### src/rtl/usart_pkg.sv
// Shared types and constants for the 8E1 UART.
package usart_pkg;

    // Width of one character on the wire (data bits only).
    localparam int DATA_W = 8;

    // Bit period in system clocks, using integer truncation (50 MHz / 115200 = 434).
    function automatic int baud_div(input int clk_hz, input int baud);
        return clk_hz / baud;
    endfunction

    localparam int DEFAULT_BAUD_DIV = baud_div(50_000_000, 115200);

    // Both the TX and RX machines walk through the same frame phases.
    typedef enum logic [2:0] {
        ST_IDLE   = 3'd0,
        ST_START  = 3'd1,
        ST_DATA   = 3'd2,
        ST_PARITY = 3'd3,
        ST_STOP   = 3'd4
    } state_e;

endpackage

### src/rtl/usart_rx.sv
// Receive path: 2-FF synchroniser, mid-bit sampling FSM, parity/framing check,
// and the host-visible receive buffer with its ready and error flags.
module usart_rx
    import usart_pkg::*;
#(
    parameter int BAUD_DIV = DEFAULT_BAUD_DIV
) (
    input  logic              clk_i,
    input  logic              rst_i,
    input  logic              rxd_i,
    input  logic              rdy_clr_i,
    output logic [DATA_W-1:0] data_o,
    output logic              rdy_o,
    output logic              n_int_o,
    output state_e            state_o
);

    localparam int CNT_W = (BAUD_DIV > 2) ? $clog2(BAUD_DIV) : 1;
    localparam logic [CNT_W-1:0] DIV_M1  = CNT_W'(BAUD_DIV - 1);
    localparam logic [CNT_W-1:0] HALF_M1 = CNT_W'(BAUD_DIV / 2 - 1);

    logic              sync1_q, sync2_q, prev_q;
    state_e            state_q, state_d;
    logic [CNT_W-1:0]  cnt_q, cnt_d;
    logic [2:0]        bit_q, bit_d;
    logic [DATA_W-1:0] shift_q, shift_d;
    logic              par_q, par_d;
    logic [DATA_W-1:0] data_q, data_d;
    logic              rdy_q, rdy_d;
    logic              n_int_q, n_int_d;
    logic              frame_ok, frame_err;
    logic              rx_s;

    // The line is only ever looked at after the second flop; prev_q gives edge detection.
    assign rx_s = sync2_q;

    // Synchroniser and one-cycle history of the synchronised line; idles high.
    always_ff @(posedge clk_i) begin
        if (rst_i) begin
            sync1_q <= 1'b1;
            sync2_q <= 1'b1;
            prev_q  <= 1'b1;
        end else begin
            sync1_q <= rxd_i;
            sync2_q <= sync1_q;
            prev_q  <= sync2_q;
        end
    end

    // Receive FSM and buffer registers.
    always_ff @(posedge clk_i) begin
        if (rst_i) begin
            state_q <= ST_IDLE;
            cnt_q   <= '0;
            bit_q   <= '0;
            shift_q <= '0;
            par_q   <= 1'b0;
            data_q  <= '0;
            rdy_q   <= 1'b0;
            n_int_q <= 1'b1;
        end else begin
            state_q <= state_d;
            cnt_q   <= cnt_d;
            bit_q   <= bit_d;
            shift_q <= shift_d;
            par_q   <= par_d;
            data_q  <= data_d;
            rdy_q   <= rdy_d;
            n_int_q <= n_int_d;
        end
    end

    // Next state: half a bit into START to reach mid-bit, then one full bit per sample.
    always_comb begin
        state_d   = state_q;
        cnt_d     = cnt_q;
        bit_d     = bit_q;
        shift_d   = shift_q;
        par_d     = par_q;
        frame_ok  = 1'b0;
        frame_err = 1'b0;

        case (state_q)
            ST_IDLE: begin
                if (prev_q && !rx_s) begin
                    state_d = ST_START;
                    cnt_d   = HALF_M1;
                end
            end
            ST_START: begin
                if (cnt_q == '0) begin
                    if (rx_s) begin
                        // Line went back high before mid-start: treat as a glitch.
                        state_d = ST_IDLE;
                    end else begin
                        state_d = ST_DATA;
                        cnt_d   = DIV_M1;
                        bit_d   = 3'd0;
                    end
                end else begin
                    cnt_d = cnt_q - CNT_W'(1);
                end
            end
            ST_DATA: begin
                if (cnt_q == '0) begin
                    shift_d = {rx_s, shift_q[DATA_W-1:1]};
                    cnt_d   = DIV_M1;
                    if (bit_q == 3'd7) begin
                        state_d = ST_PARITY;
                    end else begin
                        bit_d = bit_q + 3'd1;
                    end
                end else begin
                    cnt_d = cnt_q - CNT_W'(1);
                end
            end
            ST_PARITY: begin
                if (cnt_q == '0) begin
                    par_d   = rx_s;
                    cnt_d   = DIV_M1;
                    state_d = ST_STOP;
                end else begin
                    cnt_d = cnt_q - CNT_W'(1);
                end
            end
            ST_STOP: begin
                if (cnt_q == '0) begin
                    // Back to IDLE right at the stop sample so a new start edge can follow.
                    state_d = ST_IDLE;
                    if (rx_s && !(^{shift_q, par_q})) begin
                        frame_ok = 1'b1;
                    end else begin
                        frame_err = 1'b1;
                    end
                end else begin
                    cnt_d = cnt_q - CNT_W'(1);
                end
            end
            default: begin
                state_d = ST_IDLE;
            end
        endcase
    end

    // Host flags: rdy_clr clears, a frame completing on the same edge wins.
    always_comb begin
        data_d  = data_q;
        rdy_d   = rdy_q;
        n_int_d = n_int_q;
        if (rdy_clr_i) begin
            rdy_d   = 1'b0;
            n_int_d = 1'b1;
        end
        if (frame_ok) begin
            data_d = shift_q;
            rdy_d  = 1'b1;
        end
        if (frame_err) begin
            n_int_d = 1'b0;
        end
    end

    assign data_o  = data_q;
    assign rdy_o   = rdy_q;
    assign n_int_o = n_int_q;
    assign state_o = state_q;

endmodule

### src/rtl/usart.sv
// Full-duplex 8E1 UART between a byte-wide host bus and the serial pins.
// The transmitter lives here; the receiver is the usart_rx sub-module.
//
// Host handshake: a write is accepted at any rising edge where n_WR=0 and
// Tx_RDY=1; writes while Tx_RDY=0 are dropped. Rx_RDY=1 means DATA_OUT holds
// a fresh byte until rdy_clr=1 is seen at an edge (a new good frame overwrites).
module usart
    import usart_pkg::*;
#(
    parameter int CLK_HZ = 50_000_000,
    parameter int BAUD   = 115200
) (
    input  logic              CLK50M,
    input  logic              RST,
    input  logic [DATA_W-1:0] DATA_IN,
    input  logic              n_WR,
    output logic              TxD,
    output logic              Tx_RDY,
    input  logic              RxD,
    output logic              Rx_RDY,
    input  logic              rdy_clr,
    output logic [DATA_W-1:0] DATA_OUT,
    output logic              n_INT,
    output state_e            dbg_tx_state_o,
    output state_e            dbg_rx_state_o
);

    localparam int BAUD_DIV = baud_div(CLK_HZ, BAUD);
    localparam int CNT_W    = (BAUD_DIV > 2) ? $clog2(BAUD_DIV) : 1;
    localparam logic [CNT_W-1:0] DIV_M1 = CNT_W'(BAUD_DIV - 1);

    state_e            tx_state_q, tx_state_d;
    logic [CNT_W-1:0]  tx_cnt_q, tx_cnt_d;
    logic [2:0]        tx_bit_q, tx_bit_d;
    logic [DATA_W-1:0] tx_shift_q, tx_shift_d;
    logic              tx_par_q, tx_par_d;
    logic              txd_q, txd_d;

    // Transmitter registers; TxD is registered so the pin never glitches.
    always_ff @(posedge CLK50M) begin
        if (RST) begin
            tx_state_q <= ST_IDLE;
            tx_cnt_q   <= '0;
            tx_bit_q   <= '0;
            tx_shift_q <= '0;
            tx_par_q   <= 1'b0;
            txd_q      <= 1'b1;
        end else begin
            tx_state_q <= tx_state_d;
            tx_cnt_q   <= tx_cnt_d;
            tx_bit_q   <= tx_bit_d;
            tx_shift_q <= tx_shift_d;
            tx_par_q   <= tx_par_d;
            txd_q      <= txd_d;
        end
    end

    // Transmit FSM: each phase holds TxD for a full bit period, then loads the next bit.
    always_comb begin
        tx_state_d = tx_state_q;
        tx_cnt_d   = tx_cnt_q;
        tx_bit_d   = tx_bit_q;
        tx_shift_d = tx_shift_q;
        tx_par_d   = tx_par_q;
        txd_d      = txd_q;

        case (tx_state_q)
            ST_IDLE: begin
                txd_d = 1'b1;
                if (!n_WR) begin
                    tx_state_d = ST_START;
                    tx_shift_d = DATA_IN;
                    tx_par_d   = ^DATA_IN;
                    tx_cnt_d   = DIV_M1;
                    tx_bit_d   = 3'd0;
                    txd_d      = 1'b0;
                end
            end
            ST_START: begin
                if (tx_cnt_q == '0) begin
                    tx_state_d = ST_DATA;
                    tx_cnt_d   = DIV_M1;
                    txd_d      = tx_shift_q[0];
                    tx_shift_d = tx_shift_q >> 1;
                end else begin
                    tx_cnt_d = tx_cnt_q - CNT_W'(1);
                end
            end
            ST_DATA: begin
                if (tx_cnt_q == '0) begin
                    tx_cnt_d = DIV_M1;
                    if (tx_bit_q == 3'd7) begin
                        tx_state_d = ST_PARITY;
                        txd_d      = tx_par_q;
                    end else begin
                        tx_bit_d   = tx_bit_q + 3'd1;
                        txd_d      = tx_shift_q[0];
                        tx_shift_d = tx_shift_q >> 1;
                    end
                end else begin
                    tx_cnt_d = tx_cnt_q - CNT_W'(1);
                end
            end
            ST_PARITY: begin
                if (tx_cnt_q == '0) begin
                    tx_state_d = ST_STOP;
                    tx_cnt_d   = DIV_M1;
                    txd_d      = 1'b1;
                end else begin
                    tx_cnt_d = tx_cnt_q - CNT_W'(1);
                end
            end
            ST_STOP: begin
                if (tx_cnt_q == '0) begin
                    tx_state_d = ST_IDLE;
                    txd_d      = 1'b1;
                end else begin
                    tx_cnt_d = tx_cnt_q - CNT_W'(1);
                end
            end
            default: begin
                tx_state_d = ST_IDLE;
                txd_d      = 1'b1;
            end
        endcase
    end

    assign TxD            = txd_q;
    assign Tx_RDY         = (tx_state_q == ST_IDLE);
    assign dbg_tx_state_o = tx_state_q;

    usart_rx #(
        .BAUD_DIV (BAUD_DIV)
    ) u_rx (
        .clk_i     (CLK50M),
        .rst_i     (RST),
        .rxd_i     (RxD),
        .rdy_clr_i (rdy_clr),
        .data_o    (DATA_OUT),
        .rdy_o     (Rx_RDY),
        .n_int_o   (n_INT),
        .state_o   (dbg_rx_state_o)
    );

endmodule

### config.mk
export PLATFORM = sky130hd
export DESIGN_NAME = usart
export DESIGN_NICKNAME = d
export VERILOG_FILES = /design/src/rtl/usart_pkg.sv /design/src/rtl/usart_rx.sv /design/src/rtl/usart.sv
export SDC_FILE = /design/constraint.sdc
export NUM_CORES = 1
export LEC_CHECK = 0
export ABC_AREA = 1
export BUFFER_PORTS_ARGS = -buffer_cell sky130_fd_sc_hd__buf_2
export CORE_MARGIN = 3
export CORE_UTILIZATION = 59
export DETAILED_ROUTE_END_ITERATION = 6
export PLACE_DENSITY = 0.79
export SLEW_MARGIN = 5
export SYNTH_ARGS = -nofsm -noshare
export SYNTH_HDL_FRONTEND = slang
export SYNTH_SLANG_ARGS = --single-unit
### constraint.sdc
create_clock -name CLK50M -period 2.3 [get_ports CLK50M]
set_clock_uncertainty 0.1 [all_clocks]
set_input_delay 0.46 -clock CLK50M [delete_from_list [all_inputs] [get_ports CLK50M]]
set_output_delay 0.46 -clock CLK50M [all_outputs]
set_load 0.1 [all_outputs]
==> reports/metrics.yaml <==
status:
  status: "completed"
cells_and_area:
  area_growth_pct: 12.0
  multi_input_area_um2: 1790
  register_area_um2: 1250
  antenna_cells: 0
  mostFrequentLayoutCells: "nand2_1 (134), dfxtp_1 (59), inv_1 (57)"
  final_cells: 602
  fillers: 450
  final_common_cell: "nand2_1"
  nets: 548
  drive_gt1_share_pct: 15.4
route:
  routed-via-count: 3166
  post-route-drc-count: 0
  drt_iter0_markers: 184
  routed_wirelength_um: 6970
  drtAntennaViolNets: 0
  vias_per_cell: 5.26
  dr.pass1.iters: 4
  routedWlPerCell_um: 11.6
logic_synthesis:
  netlist_top_cells_area: "dfxtp_1 (37%), nand2_1 (15%), inv_1 (6.5%), nor2_1 (6.2%), a21oi_1 (5.4%)"
  yosysSeqAreaShare_pct: 37.1
  synth_cells: 494
  ys_warn_count: 0
  synth_top_cell_area_share_pct: 37.1
  synthesis.area_um2: 3350
  synth_fa_ha_area_share_pct: 2.99
  synth_cell_type_count: 40
  synth_area_leader_cell: "dfxtp_1"
  synth_compound_area_share_pct: 14.6
  synth-simple-area-share_pct: 33.3
  synthMuxAreaShare_pct: 0
  avgSynthCellArea_um2: 6.77
  synth_xor_area_share_pct: 2.62
  ys_ff_latch: 62
  synth_top_family_by_area: "simple AND/OR/NAND/NOR gates"
  synth_nets: 515
run:
  cap_violations: 0
critical_path:
  critPathCaptureType: "output port"
  startpoint_type: "flip-flop"
  cp_slowest_stage_delay_ns: 0.42
  reg2reg_slack_ns: 0.39
  crit_slowest_cell: "buf_2"
  worst-setup-path-type: "flip-flop to output port"
  cp.required_ns: 1.74
  arrival_ns: 1.52
  crit_fanout: 6
  path_cells: "nor2_2 > nand2_1 > clkinvlp_4 > buf_2"
global_route:
  grt_overflow: 0
  grt_pass1_vias: 2912
  grt_pass1_wl_um: 12100
  grt_max_degree: 33
  grt_usage_pct: 23.2
  antenna_found_initial: 0
power:
  p_leak_nw: 1.82
  peakVddDrop_v: 0.00135
  powerDensity_nw_per_um2: 1550
  design_power_total_mw: 5.81
placement:
  place_ws_ns: 0.402
  place.gp.congestion: 0.873
  dpl.hpwl_um: 4990
  dp_cells: 586
  numPortBuffers: 30
clocking:
  cts_tree: "built"
  postCtsSetupBuffers: 0
  cts_buffers: 9
  post_cts_resized: 0
  holdBufCountCts: 0
  clk_path_buf_depth: 2
  cts_sinks: 62
  clk_latency_ns: 0.35
  cts_max_level: 3
  cts_root_buf: "clkbuf_8"
  path_clk_slew_ns: 0.07
sta:
  finalMaxSlewViolations: 0
  finalSetupViolCount: 0
  finalHoldViolations: 0
  fmax_ghz: 0.481
  fin_crit_sh_pct: 90.3
  rsz0062_at_grt: "no"
  slew_headroom_pct: 63.9
  hold-worst-slack_ns: 0.216
  setup_tns_ns: 0
  period_needed_ns: 2.08
  layout_setup_ws_ns: 0.223
  worst_pin_slew_ns: 0.541
floorplanning:
  fp-row-count: 26
  num_io_pins: 31
  die_h_um: 81.3
  dieWidth_um: 81.3
  core_um2: 5300
  start_util_pct: 63.1
  dieArea_um2: 6610
worst_hold_path:
  hp-class: "input pin to flip-flop"
-- metal layers --
| layer | vias to the layer above | track usage (%) | share of wire (%) |
|---|---|---|---|
| met4 | 0 | 8.45 | 1.3 |
| li1 | 1650 | - | - |
| met1 | 1446 | 26.8 | 47 |
| met2 | 59 | 39.7 | 47 |
| met5 | - | 0 | 0 |
| met3 | 11 | 7.43 | 4.8 |
-- cell families (layout without fill, tap and decap cells) --
| family | Yosys count | count (layout) |
|---|---|---|
| buffers and inverters | 76 | 114 |
| xor gates and xnor gates | 10 | 10 |
| DFF | 62 | 62 |
| and+or+nand+nor | 248 | 248 |
| adders and majority gates | 8 | 8 |
| AOI/OAI and AO/OA | 90 | 90 |
-- through the flow --
step,cell area [um2],util (%)
floorplan,3360,-
CTS,3750,70.7
detailed placement,3560,67.2
global placement,3560,67.2
finish,3750,70.7
global route,3750,70.7
-- cell usage after synthesis (all sizes together) --
cell type / instances
o221ai: 1
nand3b: 2
nand4: 5
o21bai: 1
nor3: 4
o21ai: 40
o211a: 1
a31oi: 8
o21a: 1
inv: 65
ha: 8
dfxtp: 62
nand3: 26
a311oi: 1
xnor2: 7
xor2: 3
buf: 5
and2: 1
a211oi: 1
nand2: 141
nor2: 65
or2: 3
clkinv: 1
a21oi: 36
clkbuf: 5
nor3b: 1
-- final timing paths --
path | end | depth (start not counted) | startpoint
max | Tx_RDY | 4 | dbg_tx_state_o[0]$_SDFFE_PP0P_
min | u_rx.sync1_q$_SDFF_PP1_ | 2 | RxD
max reg2reg | tx_cnt_q[3]$_SDFFE_PP0P_ | 9 | tx_cnt_q[0]$_SDFFE_PP0P_
min reg2reg | u_rx.rx_s$_SDFF_PP1_ | 1 | u_rx.sync1_q$_SDFF_PP1_
-- cell type report --
class	instances	area share, %
tap	70	2.34
inverter	66	6.78
sequential	62	33.4
timing repair buffer	32	4.74
clock inverter	3	0.467
clock buffer	13	4.51
multi-input combinational	356	47.7
-- sequential cells by signal, summed over array words and instances, names as in the netlist --
register / flops
TxD: 1
dbg_tx_state_o: 3
tx_bit_q: 3
tx_cnt_q: 9
tx_par_q: 1
tx_shift_q: 8
u_rx.bit_q: 3
u_rx.cnt_q: 9
u_rx.data_o: 8
u_rx.n_int_o: 1
u_rx.par_q: 1
u_rx.prev_q: 1
u_rx.rdy_o: 1
u_rx.rx_s: 1
u_rx.shift_q: 8
u_rx.state_o: 3
u_rx.sync1_q: 1
-- critical path, delay by kind of cell, from the launching register on --
family | cells | cell delay, ns
buf+inv | 2 | 0.51
simple gates | 2 | 0.29
flops | 1 | 0.36
-- power by group --
group          internal, mW  total (mW)  switching [mW]
clock network         0.476       0.892           0.416
registers              1.41        1.67           0.258
logic                 0.928        3.25            2.32
total                  2.81        5.81            2.99
Power figures use the tool's default switching activity.
